## config.mk

```make
export PLATFORM = sky130hd
export DESIGN_NAME = regfile_wb_arbiter
export DESIGN_NICKNAME = d
export VERILOG_FILES = /design/src/rtl/regfile_wb_arbiter.sv
export SDC_FILE = /design/constraint.sdc
export NUM_CORES = 1
export LEC_CHECK = 0
export ABC_AREA = 1
export CAP_MARGIN = 25
export CORE_ASPECT_RATIO = 0.9
export CORE_MARGIN = 5
export CORE_UTILIZATION = 25
export CTS_CLUSTER_SIZE = 40
export DETAILED_ROUTE_END_ITERATION = 16
export HOLD_SLACK_MARGIN = 0.05
export PLACE_DENSITY = 0.55
export SLEW_MARGIN = 20
export SYNTH_ARGS = -nofsm -noshare
export SYNTH_HDL_FRONTEND = slang
export SYNTH_SLANG_ARGS = --single-unit
```

## constraint.sdc

```tcl
create_clock -name clock -period 1.95 [get_ports clock]
set_input_delay 0.2925 -clock clock [delete_from_list [all_inputs] [get_ports clock]]
set_output_delay 0.2925 -clock clock [all_outputs]
set_load 0.1 [all_outputs]
```

## src/rtl/regfile_wb_arbiter.sv

```systemverilog
// Register-file write-port owner: round-robin arbitration among writeback
// requesters plus a sequenced clear that zeroes every register, one per
// cycle, through the same registered write port.
module regfile_wb_arbiter #(
    parameter int NUM_REQ = 3,
    parameter int DATA_W  = 32,
    parameter int ADDR_W  = 5
) (
    input  logic                      clock,
    input  logic                      reset,
    input  logic [NUM_REQ-1:0]        req_valid,
    output logic [NUM_REQ-1:0]        req_ready,
    input  logic [NUM_REQ*ADDR_W-1:0] req_addr,
    input  logic [NUM_REQ*DATA_W-1:0] req_data,
    input  logic                      clear_req,
    output logic                      clear_busy,
    output logic                      RegWrite,
    output logic [ADDR_W-1:0]         WriteReg,
    output logic [DATA_W-1:0]         WriteData
);

    localparam int PTR_W = (NUM_REQ > 1) ? $clog2(NUM_REQ) : 1;

    typedef enum logic {
        IDLE,
        CLEAR
    } state_t;

    state_t             state_q;
    logic [PTR_W-1:0]   rr_ptr_q;
    logic [PTR_W-1:0]   rr_ptr_d;
    logic [ADDR_W-1:0]  clr_cnt_q;
    logic               regwrite_q;
    logic [ADDR_W-1:0]  writereg_q;
    logic [DATA_W-1:0]  writedata_q;

    logic               grant_vld;
    logic [PTR_W-1:0]   grant_idx;
    logic [ADDR_W-1:0]  grant_addr;
    logic [DATA_W-1:0]  grant_data;

    // Requester index 'off' positions after 'base', wrapping modulo NUM_REQ.
    function automatic logic [PTR_W-1:0] wrap_idx(input logic [PTR_W-1:0] base,
                                                   input int unsigned     off);
        int unsigned s;
        s = 32'(base) + off;
        if (s >= unsigned'(NUM_REQ)) s = s - unsigned'(NUM_REQ);
        return PTR_W'(s);
    endfunction

    // Round-robin search from rr_ptr; grants are suppressed during reset,
    // while a clear is being requested, and for the whole clear sweep.
    always_comb begin
        grant_vld  = 1'b0;
        grant_idx  = '0;
        grant_addr = '0;
        grant_data = '0;
        for (int unsigned k = 0; k < unsigned'(NUM_REQ); k++) begin
            if (!grant_vld && req_valid[wrap_idx(rr_ptr_q, k)]) begin
                grant_vld = 1'b1;
                grant_idx = wrap_idx(rr_ptr_q, k);
            end
        end
        if (reset || clear_req || (state_q != IDLE)) grant_vld = 1'b0;
        for (int i = 0; i < NUM_REQ; i++) begin
            if (grant_idx == PTR_W'(i)) begin
                grant_addr = req_addr[i*ADDR_W +: ADDR_W];
                grant_data = req_data[i*DATA_W +: DATA_W];
            end
        end
        rr_ptr_d = (grant_idx == PTR_W'(NUM_REQ - 1)) ? '0 : grant_idx + 1'b1;
    end

    // One-hot ready for the winning requester.
    always_comb begin
        req_ready = '0;
        if (grant_vld) req_ready[grant_idx] = 1'b1;
    end

    // Control FSM and registered write port; clear takes priority over
    // pending requests and leaves the round-robin pointer untouched.
    always_ff @(posedge clock) begin
        if (reset) begin
            state_q     <= IDLE;
            rr_ptr_q    <= '0;
            clr_cnt_q   <= '0;
            regwrite_q  <= 1'b0;
            writereg_q  <= '0;
            writedata_q <= '0;
        end else begin
            case (state_q)
                IDLE: begin
                    if (clear_req) begin
                        state_q    <= CLEAR;
                        clr_cnt_q  <= '0;
                        regwrite_q <= 1'b0;
                    end else if (grant_vld) begin
                        // Address 0 is hardwired: consume the request, no write.
                        regwrite_q  <= (grant_addr != '0);
                        writereg_q  <= grant_addr;
                        writedata_q <= grant_data;
                        rr_ptr_q    <= rr_ptr_d;
                    end else begin
                        regwrite_q <= 1'b0;
                    end
                end
                CLEAR: begin
                    regwrite_q  <= 1'b1;
                    writereg_q  <= clr_cnt_q;
                    writedata_q <= '0;
                    clr_cnt_q   <= clr_cnt_q + 1'b1;
                    if (&clr_cnt_q) begin
                        state_q   <= IDLE;
                        clr_cnt_q <= '0;
                    end
                end
                default: state_q <= IDLE;
            endcase
        end
    end

    assign clear_busy = (state_q == CLEAR);
    assign RegWrite   = regwrite_q;
    assign WriteReg   = writereg_q;
    assign WriteData  = writedata_q;

endmodule

```

-- After elaboration in Yosys (flattened, before gate mapping)
Cells that the tools add are included.
- add/subtract/negate cells: 7
- $lt $le $gt $ge: 8
- equality and inequality tests: 5
- muxes and demuxes: 41
- bitwise gates (word level): 2
- reductions and logical operators: 12
- operator list (cell ; count):
    $mux W32 ; 5
    $pmux W32 S2 ; 1
    $mux W5 ; 7
    $pmux W5 S2 ; 2
    $mux W2 ; 7
    $lt A2 B3 Y1 const B ; 4
    $mux W1 ; 12
    $bmux W1 S2 ; 3
    $ge A3 B2 Y1 const B ; 2
    $ne A2 B2 Y1 const B ; 3
    $sub A2 B2 Y2 const B ; 3
    $add A5 B1 Y5 const B ; 1
    $reduce_and A5 Y1 ; 1
    $reduce_bool A5 Y1 ; 1
    $pmux W1 S2 ; 2
    $add A2 B1 Y3 const B ; 1
    $add A2 B2 Y3 const B ; 1
    $logic_and A1 B1 Y1 ; 3
    $mux W3 ; 1
    $reduce_and A3 Y1 ; 1
    $add A2 B1 Y2 const B ; 1
    $demux W1 S2 ; 1
    $eq A2 B1 Y1 const B ; 1
    $eq A2 B2 Y1 const B ; 1
    other kinds (7) ; 10
- flip-flop bits (word level): 46
- logic and storage cells: 81

-- Longest topological paths before layout
Gate-level depths: netlist of the first run.
- depth in word-level cells: 19
- gate-level depth with buffers: 19
- gate-level depth less buffers: 17

-- Least setup slack after synthesis of the first run
OpenSTA, ideal clock, no wires.
- kind: reg2reg
- from: reg rr_ptr_q[0]
- to: reg rr_ptr_q[0]
- arrival time: 3.753 ns
- required time: 1.877 ns
- slack: -1.876 ns
- stages on the path, launching flop included: 14
- path buffers: 1
- period minus slack after synthesis: 3.826 ns
- cells stage by stage: dfxtp_1 inv_1 ha_1 buf_4 inv_2 nand2_1 nand3_1 nand2_1 nand3_1 nand2_1 inv_1 nand2_2 nor3_1 a31o_2
- word-level cells in the longest chain between the ends: 13
- elaborated cells between the ends (all ways): 32
- classes of those cells: add/sub (6); order compare (3); eq/ne (1); mux (17); reduce/logical (5)
- RTL lines (element ; line ; RTL):
    start, declared ; 30 ; logic [PTR_W-1:0] rr_ptr_q;
    start signal, assigned ; 102 ; rr_ptr_q <= rr_ptr_d;
    parallel branches: the longest is 13 deep, another holds $add A2 B1 Y3 ; n/a ;
Parallel ways; which one is timed is not known. The select of a mux whose other input is x is not followed.
A chain may end at the register's enable or synchronous reset.

-- Final worst setup path of the first run
- from: reg rr_ptr_q[0]
- to: out req_ready[0]
- word-level cells in the longest chain between the ends: 16
- elaborated cells between the ends (all ways): 34
- classes of those cells: add/sub (5); order compare (5); mux (19); reduce/logical (5)
- RTL lines (element ; line ; RTL):
    parallel branches: the longest is 15 deep, another holds $add A2 B1 Y3 ; n/a ;
    $mux W3 * ; 77 ; if (grant_vld) req_ready[grant_idx] = 1'b1;
    end, declared ; 12 ; output logic [NUM_REQ-1:0] req_ready,
Every way passes the cells marked *. The select of a mux whose other input is x is not followed.

==> results of run 1 <==
-- power by group --
part / switching, mW / internal (mW)
logic: 2.97 / 2.36
clock network: 0.389 / 0.605
registers: 0.0792 / 1.06
-- kinds of logic (layout without fill, tap and decap cells) --
group / count (synthesis) / count (layout)
AO/OA/AOI/OAI: 82 / 82
XOR/XNOR: 1 / 1
adder cells (fa/ha/maj): 6 / 6
buffers and inverters: 56 / 273
flip-flops: 46 / 46
AND/OR/NAND/NOR: 233 / 233
-- layer usage --
layer	vias up	GRT usage	part of all wire
met4	0	0.0361	0.015
met1	1705	0.195	0.42
li1	1855	-	-
met3	12	0.0499	0.079
met5	-	0	0
met2	118	0.277	0.49
-- Yosys cell counts, drive strengths merged --
cell    number
a31oi        2
dfxtp       46
clkinv       1
nand4        1
a22oi        6
a31o         1
ha           6
buf         24
o21ai       11
nand2      141
o211ai      26
a221oi       1
xor2         1
o22ai        1
clkbuf       2
a211oi       1
a21oi       32
nor3         3
inv         29
or2          1
nor2        26
nand3       61
o211a        1
-- stage by stage --
stage | cells | setup TNS [ns] | worst slack (ns)
6_report | 805 | -11.30 | -0.398
3_3_place_gp | 763 | -9.97 | -0.323
3_5_place_dp | 763 | -11.88 | -0.346
5_1_grt | 805 | -15.91 | -0.488
4_1_cts | 795 | -11.69 | -0.405
2_1_floorplan | 424 | -2.16 | -0.425
-- how the worst min path moves through the flow --
stage	startpoint	end	slack, ns	cells after the start
floorplan	clr_cnt_q[3]$_SDFFE_PP0P_	clr_cnt_q[3]$_SDFFE_PP0P_	0.44	2
global placement	clr_cnt_q[3]$_SDFFE_PP0P_	clr_cnt_q[3]$_SDFFE_PP0P_	0.45	2
detailed placement	clr_cnt_q[3]$_SDFFE_PP0P_	clr_cnt_q[3]$_SDFFE_PP0P_	0.46	2
CTS	reset	RegWrite$_SDFF_PP0_	0.46	4
global route	clr_cnt_q[3]$_SDFFE_PP0P_	clr_cnt_q[3]$_SDFFE_PP0P_	0.49	2
finish	clr_cnt_q[3]$_SDFFE_PP0P_	clr_cnt_q[3]$_SDFFE_PP0P_	0.47	2
-- sequential cells by signal, indices dropped and copies added, names as in the netlist --
signal      cells
WriteReg        5
clear_busy      1
WriteData      32
rr_ptr_q        2
RegWrite        1
clr_cnt_q       5
-- critical path, cell delays in order, from the launching register on --
cell                      delay (ns)
sky130_fd_sc_hd__dfxtp_4        0.38
sky130_fd_sc_hd__inv_4          0.04
sky130_fd_sc_hd__ha_4           0.29
sky130_fd_sc_hd__buf_12         0.12
sky130_fd_sc_hd__nand3_1        0.09
sky130_fd_sc_hd__nand2_2        0.13
sky130_fd_sc_hd__o21ai_1        0.10
sky130_fd_sc_hd__inv_2          0.12
sky130_fd_sc_hd__nand2_8        0.08
sky130_fd_sc_hd__nor3_4         0.21
sky130_fd_sc_hd__buf_12         0.21
-- repair_timing --
action | CTS | global route
endpoints found under the setup margin | 42 | 43
gates cloned | 6 | 2
gates resized for setup | 53 | 26
pin swaps | 16 | 15
buffers inserted | 18 | 9
-- layout make-up --
cell class,count,share of cell area
clock inverter,3,0.00726
timing repair buffer,235,0.402
multi-input combinational,322,0.365
tap,164,0.0331
clock buffer,5,0.0202
inverter,30,0.0230
sequential,46,0.150
==> qor.log, run 1 <==
INFO  outcome        result_of_the_run=complete, but fails checks
INFO  outcome        violated_checks=negative setup slack
INFO  timing         grt_setup_unrepaired=yes
INFO  finish         area_delta_synth_final=93.3%
INFO  clocking       cts.htree.levels=2
INFO  global_routing grt_pass1_wl=19,700um
INFO  clocking       clk_pin_slew=0.07ns
INFO  finish         regArea=930um2
INFO  critical_path  critPathArrivalTime=2.06ns
INFO  finish         layout_commonest_cell=sky130_fd_sc_hd__nand2_1
INFO  timing         fmax=426MHz
INFO  timing         fin_crit_sh=1.20
INFO  timing         post-route-min-period=2.35ns
INFO  timing         tightestPinTransition=0.616ns
INFO  synth          synth_top_area_share=0.287
INFO  finish         most-common-layout-cells=126 x sky130_fd_sc_hd__nand2_1, 115 x sky130_fd_sc_hd__clkdlybuf4s50_1, 83 x sky130_fd_sc_hd__buf_4
INFO  clocking       clock_sinks=46
INFO  floorplanning  std_cell_rows=39
INFO  critical_path  worst_case_register_to_register_setup_slack=-0.32ns
INFO  job            drv_cap=0
INFO  critical_path  worstSetupStartpointType=flop
INFO  synth          post_synth_and_or_nand_nor_area_fraction=0.359
INFO  synth          fraction_of_synthesized_cell_area_in_xor_and_xnor_cells=0.00273
INFO  routing        num_vias=3,690
INFO  synth          yosys_warnings=0
INFO  synth          ys_seq_area_frac=0.287
INFO  clocking       worst_skew_pair.late_latency=0.29ns
INFO  global_routing pin_count_of_the_biggest_net_entering_global_routing=40
INFO  finish         final_core_util=0.491
INFO  routing        drt_via_density=4.58
INFO  critical_path  worst_ep_required_time=1.66ns
INFO  placement      dp.final_hpwl=9080um
INFO  routing        drcViolationCount=0
INFO  timing         final_max_slew_viol_count=0
INFO  timing         hold_viol_final=0
INFO  critical_path  reg2regPathDepth=14
INFO  clocking       hold_buffers=0
INFO  floorplanning  chipWidth=129um
INFO  floorplanning  number_of_top_level_pins=159
INFO  finish         layout-drive-gt1-share=0.434
INFO  placement      globalplace.congestion=0.826
INFO  critical_path  reg2reg_from=rr_ptr_q[0]$_SDFFE_PP0P_
INFO  finish         total_nets_final=763
INFO  clocking       clock_tree_from_tritoncts=built
INFO  routing        route.detailed.wl_per_inst=15.5um
INFO  critical_path  critical_path.endpoint_type=primary output
INFO  global_routing via_count_of_the_first_global_routing_pass=3,864
INFO  clocking       max-clock-path-buffers=2
INFO  timing         worst_hold_slack=0.469ns
INFO  timing         postLayoutSetupSlackWorst=-0.398ns
INFO  power_and_ir_drop power.static_leakage=2.69nW
INFO  power_and_ir_drop power_density=1200mW/mm2
INFO  synth          synth_compound_gate_area_share=0.233
INFO  worst_hold_path min_path_type=reg -> reg
INFO  finish         fill_cells=1,222
INFO  floorplanning  floorplan.die_area=0.0152mm2
INFO  finish         antenna-diode-count=0
INFO  critical_path  timing.critical_path.from=rr_ptr_q[0]$_SDFFE_PP0P_
INFO  floorplanning  chipHeight=117um
INFO  routing        postRouteWirelength=12,500um
INFO  clocking       numCtsBuffers=5
INFO  critical_path  path_max_fanout=5
INFO  global_routing grt_antenna_before_repair=0
INFO  routing        detail-route-antenna-nets=0
INFO  finish         multiInputGateArea=0.00226mm2
INFO  timing         max-slew-margin-rel=0.589
INFO  floorplanning  starting_density_of_the_core=0.254
INFO  synth          post_synth_main_area_contributors=sky130_fd_sc_hd__dfxtp_1 29%, sky130_fd_sc_hd__nand2_1 15%, sky130_fd_sc_hd__o211ai_2 10%, sky130_fd_sc_hd__nand3_2 8.7%, sky130_fd_sc_hd__a21oi_2 7.1%
INFO  global_routing grt_overflow=0
INFO  synth          post_synth_mux_area_share=0
INFO  critical_path  setup.worst_path.end=req_ready[0]
INFO  synth          post_synthesis_instance_total=424
INFO  synth          syn_area_cell=7.57um2
INFO  critical_path  setup.worst_path.class=reg -> out
INFO  synth          yosysTopAreaCell=sky130_fd_sc_hd__dfxtp_1
INFO  timing         setup_viol=41
INFO  power_and_ir_drop max-vdd-ir-drop=0.000485V
INFO  synth          syn-num-nets=547
INFO  critical_path  crit-reg2reg-capture=WriteData[5]$_SDFFE_PP0P_
INFO  global_routing groute.usage.overall=0.161
INFO  synth          ys_seq_elements=46
INFO  routing        drt-initial-drc-count=143
INFO  floorplanning  coreArea=0.0126mm2
INFO  synth          synth_top_family_by_area=simple AND/OR/NAND/NOR gates
INFO  finish         final_cell_area=0.00620mm2
INFO  routing        drt_pass_1_iters=4
INFO  timing         timing.clock.skew=0.00748ns
INFO  synth          ys_types=37
INFO  placement      placedInstanceArea=0.00525mm2
INFO  synth          post_synth_instance_area=0.00321mm2
INFO  synth          post_synth_fa_ha_maj_area_fraction=0.0234
INFO  power_and_ir_drop report.power.total=7.46mW
INFO  placement      buffers_on_ports=158
INFO  clocking       cts_root_buf=sky130_fd_sc_hd__clkbuf_16
No activity file was read; power rests on OpenSTA's default activity.
==> inputs of run 2 (changes only) <==
CORE_MARGIN = default   (was 5)
==> qor.log, run 2 (same netlist as run 1, synthesis figures left out) <==
INFO  routing        drt_via_density=4.56
INFO  finish         largest_reg_flops=32
INFO  floorplanning  chipHeight=109um
INFO  timing         final_max_slew_viol_count=0
INFO  global_routing pin_count_of_the_biggest_net_entering_global_routing=40
INFO  timing         post-route-min-period=2.35ns
INFO  finish         total_nets_final=757
INFO  global_routing grt_antenna_before_repair=0
INFO  finish         final_cell_area=0.00603mm2
INFO  timing         tightestPinTransition=0.609ns
INFO  power_and_ir_drop report.power.total=6.83mW
INFO  finish         most-common-layout-cells=130 x sky130_fd_sc_hd__nand2_1, 115 x sky130_fd_sc_hd__clkdlybuf4s50_1, 81 x sky130_fd_sc_hd__buf_4
INFO  timing         max-slew-margin-rel=0.594
INFO  floorplanning  std_cell_rows=38
INFO  floorplanning  coreArea=0.0123mm2
INFO  clocking       cts.htree.levels=2
INFO  routing        drt-initial-drc-count=176
INFO  job            drv_cap=0
INFO  global_routing grt_overflow=0
INFO  placement      dp.final_hpwl=8530um
INFO  routing        route.detailed.wl_per_inst=14.6um
INFO  placement      buffers_on_ports=158
INFO  global_routing via_count_of_the_first_global_routing_pass=3,504
INFO  routing        num_vias=3,623
INFO  power_and_ir_drop power_density=1130mW/mm2
INFO  clocking       max-clock-path-buffers=2
INFO  clocking       worst_skew_pair.late_latency=0.28ns
INFO  routing        drt_pass_1_iters=4
INFO  global_routing grt_pass1_wl=17,400um
INFO  worst_hold_path min_path_type=reg -> reg
INFO  power_and_ir_drop max-vdd-ir-drop=0.000437V
INFO  global_routing groute.usage.overall=0.167
INFO  critical_path  worst_ep_required_time=1.66ns
INFO  timing         fin_crit_sh=1.21
INFO  clocking       numCtsBuffers=5
INFO  floorplanning  floorplan.die_area=0.0133mm2
INFO  floorplanning  starting_density_of_the_core=0.262
INFO  outcome        violated_checks=negative setup slack
INFO  finish         layout-drive-gt1-share=0.416
INFO  routing        drcViolationCount=0
INFO  critical_path  path_max_fanout=6
INFO  finish         antenna-diode-count=0
INFO  placement      dp_worst_setup_slack=-0.342ns
INFO  clocking       cts_root_buf=sky130_fd_sc_hd__clkbuf_16
INFO  timing         postLayoutSetupSlackWorst=-0.403ns
INFO  critical_path  worstSetupStartpointType=flop
INFO  timing         worst_hold_slack=0.474ns
INFO  timing         fin_tns_setup=-12.26ns
INFO  clocking       clock_tree_from_tritoncts=built
INFO  critical_path  critical_path.endpoint_type=primary output
INFO  timing         hold_viol_final=0
INFO  floorplanning  chipWidth=121um
INFO  routing        detail-route-antenna-nets=0
INFO  clocking       clock_sinks=46
INFO  placement      dpl.cell_count=758
INFO  floorplanning  number_of_top_level_pins=159
INFO  finish         layout_commonest_cell=sky130_fd_sc_hd__nand2_1
INFO  placement      globalplace.congestion=0.881
INFO  clocking       clk_pin_slew=0.07ns
INFO  critical_path  critPathArrivalTime=2.06ns
INFO  timing         setup_viol=43
INFO  power_and_ir_drop power.static_leakage=2.59nW
INFO  placement      placedInstanceArea=0.00525mm2
INFO  finish         area_delta_synth_final=88.0%
INFO  critical_path  setup.worst_path.class=reg -> out
INFO  outcome        result_of_the_run=complete, but fails checks
INFO  finish         layout.cells.non_filler=795
INFO  routing        postRouteWirelength=11,600um
INFO  finish         final_core_util=0.492
INFO  timing         fmax=425MHz
INFO  timing         grt_setup_unrepaired=yes
INFO  timing         timing.clock.skew=0.00493ns
-- run 2: cell types whose count changed in the layout (fill, tap and decap cells not counted), moves of 3 or more --
| cell | before | now |
|---|---|---|
| sky130_fd_sc_hd__buf_8 | 5 | 2 |
| sky130_fd_sc_hd__bufbuf_16 | 3 | 0 |
| sky130_fd_sc_hd__nand2_1 | 126 | 130 |
| sky130_fd_sc_hd__nand2_2 | 10 | 5 |
| sky130_fd_sc_hd__nand3_1 | 13 | 20 |
| sky130_fd_sc_hd__nand3_2 | 46 | 36 |
| sky130_fd_sc_hd__nand3_4 | 2 | 5 |
| sky130_fd_sc_hd__o21ai_2 | 1 | 4 |
-- run 2: cell type report --
cell class	count	area (um2)
Fill cell	1198	6240
Sequential cell	46	930
Tap cell	160	200
Multi-Input combinational cell	322	2260
Inverter	30	143
Clock buffer	6	139
Clock inverter	2	12.5
Timing Repair Buffer	228	2340
Timing Repair inverter	1	8.76
-- run 2: power breakdown --
group          leakage (nW)  switching [mW]  internal (mW)
combinational          2.14            2.81           2.00
clock                0.0729           0.370          0.508
sequential            0.376          0.0840           1.06
total                  2.59            3.27           3.57
-- run 2: final timing paths --
path | from | to | slack, ns | cells past startpoint
worst min-delay path | clr_cnt_q[3]$_SDFFE_PP0P_ | clr_cnt_q[3]$_SDFFE_PP0P_ | 0.47 | 2
worst max register to register | rr_ptr_q[0]$_SDFFE_PP0P_ | WriteData[0]$_SDFFE_PP0P_ | -0.33 | 17
worst min register to register | clr_cnt_q[3]$_SDFFE_PP0P_ | clr_cnt_q[3]$_SDFFE_PP0P_ | 0.47 | 2
worst max-delay path | rr_ptr_q[0]$_SDFFE_PP0P_ | req_ready[2] | -0.40 | 14
-- run 2: critical path, cell delays in order (launching register included) --
cell                       delay (ns)
sky130_fd_sc_hd__dfxtp_4         0.39
sky130_fd_sc_hd__inv_4           0.04
sky130_fd_sc_hd__ha_4            0.31
sky130_fd_sc_hd__inv_4           0.04
sky130_fd_sc_hd__nand2_2         0.05
sky130_fd_sc_hd__nand3_2         0.07
sky130_fd_sc_hd__nand2_2         0.09
sky130_fd_sc_hd__nand2_2         0.07
sky130_fd_sc_hd__inv_2           0.08
sky130_fd_sc_hd__nand3_4         0.07
sky130_fd_sc_hd__nand2_4         0.10
sky130_fd_sc_hd__clkinv_4        0.06
sky130_fd_sc_hd__buf_12          0.12
sky130_fd_sc_hd__nor2_4          0.09
sky130_fd_sc_hd__buf_12          0.18
-- run 2: timing repair --
action,in CTS,in global routing
gates cloned,3,3
setup endpoints to repair,42,43
hold buffers,0,0
pin swaps,10,17
setup buffers,15,9
gates resized for setup,35,36
-- run 2: metal layers --
layer	vias up	track usage	routed length (um)
met4	0	0.0344	128
met1	1660	0.208	5020
li1	1838	-	-
met5	-	0	0
met2	113	0.290	5620
met3	12	0.0415	812
==> inputs of run 3 (changes only) <==
RECOVER_POWER = 25   (was default)
==> qor.log, run 3 (same netlist as run 1, synthesis figures left out) <==
INFO  clocking       clock_sinks=46
INFO  floorplanning  chipHeight=109um
INFO  timing         fin_crit_sh=1.21
INFO  timing         worst_hold_slack=0.476ns
INFO  routing        postRouteWirelength=11,600um
INFO  routing        num_vias=3,627
INFO  critical_path  worstSetupStartpointType=flop
INFO  placement      dpl.cell_count=758
INFO  clocking       clk_pin_slew=0.07ns
INFO  outcome        result_of_the_run=complete, but fails checks
INFO  critical_path  cp_cell_sequence=inv_4, ha_4, inv_4, nand2_2, nand3_2, nand2_2, nand2_2, inv_2, nand3_4, nand2_4, clkinv_4, buf_12, nor2_4, buf_12
INFO  worst_hold_path min_path_type=reg -> reg
INFO  global_routing grt_overflow=0
INFO  routing        detail-route-antenna-nets=0
INFO  power_and_ir_drop power.static_leakage=2.58nW
INFO  finish         final_cell_area=0.00600mm2
INFO  floorplanning  chipWidth=121um
INFO  routing        route.detailed.wl_per_inst=14.5um
INFO  timing         hold_viol_final=0
INFO  clocking       cts.htree.levels=2
INFO  floorplanning  floorplan.die_area=0.0133mm2
INFO  clocking       max-clock-path-buffers=2
INFO  routing        drt_pass_1_iters=4
INFO  global_routing via_count_of_the_first_global_routing_pass=3,504
INFO  timing         tightestPinTransition=0.609ns
INFO  finish         layout.cells.non_filler=795
INFO  floorplanning  starting_density_of_the_core=0.262
INFO  placement      buffers_on_ports=158
INFO  global_routing groute.usage.overall=0.167
INFO  job            drv_cap=0
INFO  floorplanning  coreArea=0.0123mm2
INFO  power_and_ir_drop power_density=1140mW/mm2
INFO  global_routing pin_count_of_the_biggest_net_entering_global_routing=40
INFO  timing         postLayoutSetupSlackWorst=-0.401ns
INFO  placement      globalplace.congestion=0.881
INFO  clocking       worst_skew_pair.late_latency=0.28ns
INFO  finish         most-common-layout-cells=130 x sky130_fd_sc_hd__nand2_1, 115 x sky130_fd_sc_hd__clkdlybuf4s50_1, 70 x sky130_fd_sc_hd__buf_4
INFO  finish         layout_commonest_cell=sky130_fd_sc_hd__nand2_1
INFO  outcome        violated_checks=negative setup slack
INFO  critical_path  path_max_fanout=6
INFO  critical_path  cpPeakStageDelay=0.39ns
INFO  finish         total_nets_final=757
INFO  timing         setup_viol=43
INFO  global_routing grt_pass1_wl=17,400um
INFO  finish         layout-drive-gt1-share=0.414
INFO  placement      placedInstanceArea=0.00525mm2
INFO  timing         post-route-min-period=2.35ns
INFO  finish         area_delta_synth_final=87.1%
INFO  power_and_ir_drop max-vdd-ir-drop=0.000437V
INFO  timing         fmax=425MHz
INFO  global_routing grt_antenna_before_repair=0
INFO  timing         final_max_slew_viol_count=0
INFO  critical_path  worst-path-buf-inv=6
INFO  timing         max-slew-margin-rel=0.594
INFO  floorplanning  std_cell_rows=38
INFO  clocking       hold_buffers=0
INFO  critical_path  critPathArrivalTime=2.06ns
INFO  routing        drcViolationCount=0
INFO  routing        drt_via_density=4.56
INFO  critical_path  category_of_cells_accounting_for_the_largest_share_of_critical_path_delay=simple AND/OR/NAND/NOR gates
INFO  timing         timing.clock.skew=0.00506ns
INFO  critical_path  timing.critical_path.mode_cell=sky130_fd_sc_hd__nand2_2
INFO  placement      dp.final_hpwl=8530um
INFO  finish         antenna-diode-count=0
INFO  timing         grt_setup_unrepaired=yes
INFO  critical_path  critical_path.endpoint_type=primary output
INFO  clocking       numCtsBuffers=5
INFO  clocking       clock_tree_from_tritoncts=built
INFO  critical_path  worst_ep_required_time=1.66ns
INFO  critical_path  setup.worst_path.class=reg -> out
INFO  critical_path  crit_path_top_delay_cell=sky130_fd_sc_hd__dfxtp_4
INFO  finish         final_core_util=0.489
INFO  clocking       cts_root_buf=sky130_fd_sc_hd__clkbuf_16
INFO  finish         largest_reg_flops=32
INFO  routing        drt-initial-drc-count=183
INFO  floorplanning  number_of_top_level_pins=159
[run 3: final timing paths]
path	startpoint	end	slack (ns)	depth (start not counted)
setup / recovery	rr_ptr_q[0]$_SDFFE_PP0P_	req_ready[2]	-0.40	14
hold / removal	clr_cnt_q[3]$_SDFFE_PP0P_	clr_cnt_q[3]$_SDFFE_PP0P_	0.48	2
setup reg to reg	rr_ptr_q[0]$_SDFFE_PP0P_	WriteData[0]$_SDFFE_PP0P_	-0.33	17
hold reg to reg	clr_cnt_q[3]$_SDFFE_PP0P_	clr_cnt_q[3]$_SDFFE_PP0P_	0.48	2
[run 3: repair_timing]
| action | in CTS | in global routing |
|---|---|---|
| cloned | 3 | 3 |
| endpoints found under the hold margin | 0 | 0 |
| endpoints found under the setup margin | 42 | 43 |
| gates resized for setup | 35 | 36 |
| buffers inserted | 15 | 9 |
| pin swaps | 10 | 17 |
[run 3: stage by stage]
step / setup TNS (ns) / power (mW) / setup slack, ns
after floorplan: -2.16 / 4.05 / -0.425
after detailed placement: -11.97 / 5.26 / -0.342
final: -12.19 / 6.82 / -0.401
after global routing: -18.04 / 7.23 / -0.540
after global placement: -9.52 / 5.23 / -0.292
after CTS: -10.82 / 6.51 / -0.425
[run 3: layer usage]
layer  track usage  wire length (um)
met1         0.208              5010
met5             0                 0
met3        0.0415               811
met2         0.290              5610
met4        0.0344               128
[run 3: worst register-to-register path: stages, from the launching register on]
cell and delay [ns]:
sky130_fd_sc_hd__dfxtp_4 0.39, sky130_fd_sc_hd__inv_4 0.05, sky130_fd_sc_hd__ha_4 0.31, sky130_fd_sc_hd__nand2_1 0.08, sky130_fd_sc_hd__nand3_2 0.08, sky130_fd_sc_hd__nand2_2 0.07
sky130_fd_sc_hd__nand2_2 0.09, sky130_fd_sc_hd__o21ai_2 0.06, sky130_fd_sc_hd__inv_2 0.11, sky130_fd_sc_hd__nand2_8 0.07, sky130_fd_sc_hd__buf_4 0.14, sky130_fd_sc_hd__buf_6 0.10
sky130_fd_sc_hd__buf_6 0.12, sky130_fd_sc_hd__inv_8 0.09, sky130_fd_sc_hd__buf_12 0.11, sky130_fd_sc_hd__buf_12 0.12, sky130_fd_sc_hd__o211ai_2 0.10, sky130_fd_sc_hd__a21oi_2 0.12
[run 3: power breakdown]
group,switching (mW),total [mW],leakage (nW),internal [mW]
clock,0.370,0.879,0.0729,0.508
combinational,2.81,4.79,2.13,1.98
sequential,0.0833,1.14,0.376,1.06
total,3.26,6.82,2.58,3.55
[run 3: final cells by class]
cell class              instances  area [um2]
repair buffers                228        2310
fillers                      1203        6260
clock inverters                 2        12.5
well taps                     160         200
repair inverters                1        8.76
multi-input cells             322        2260
flip-flops and latches         46         930
clock buffers                   6         139
inverters                      30         143
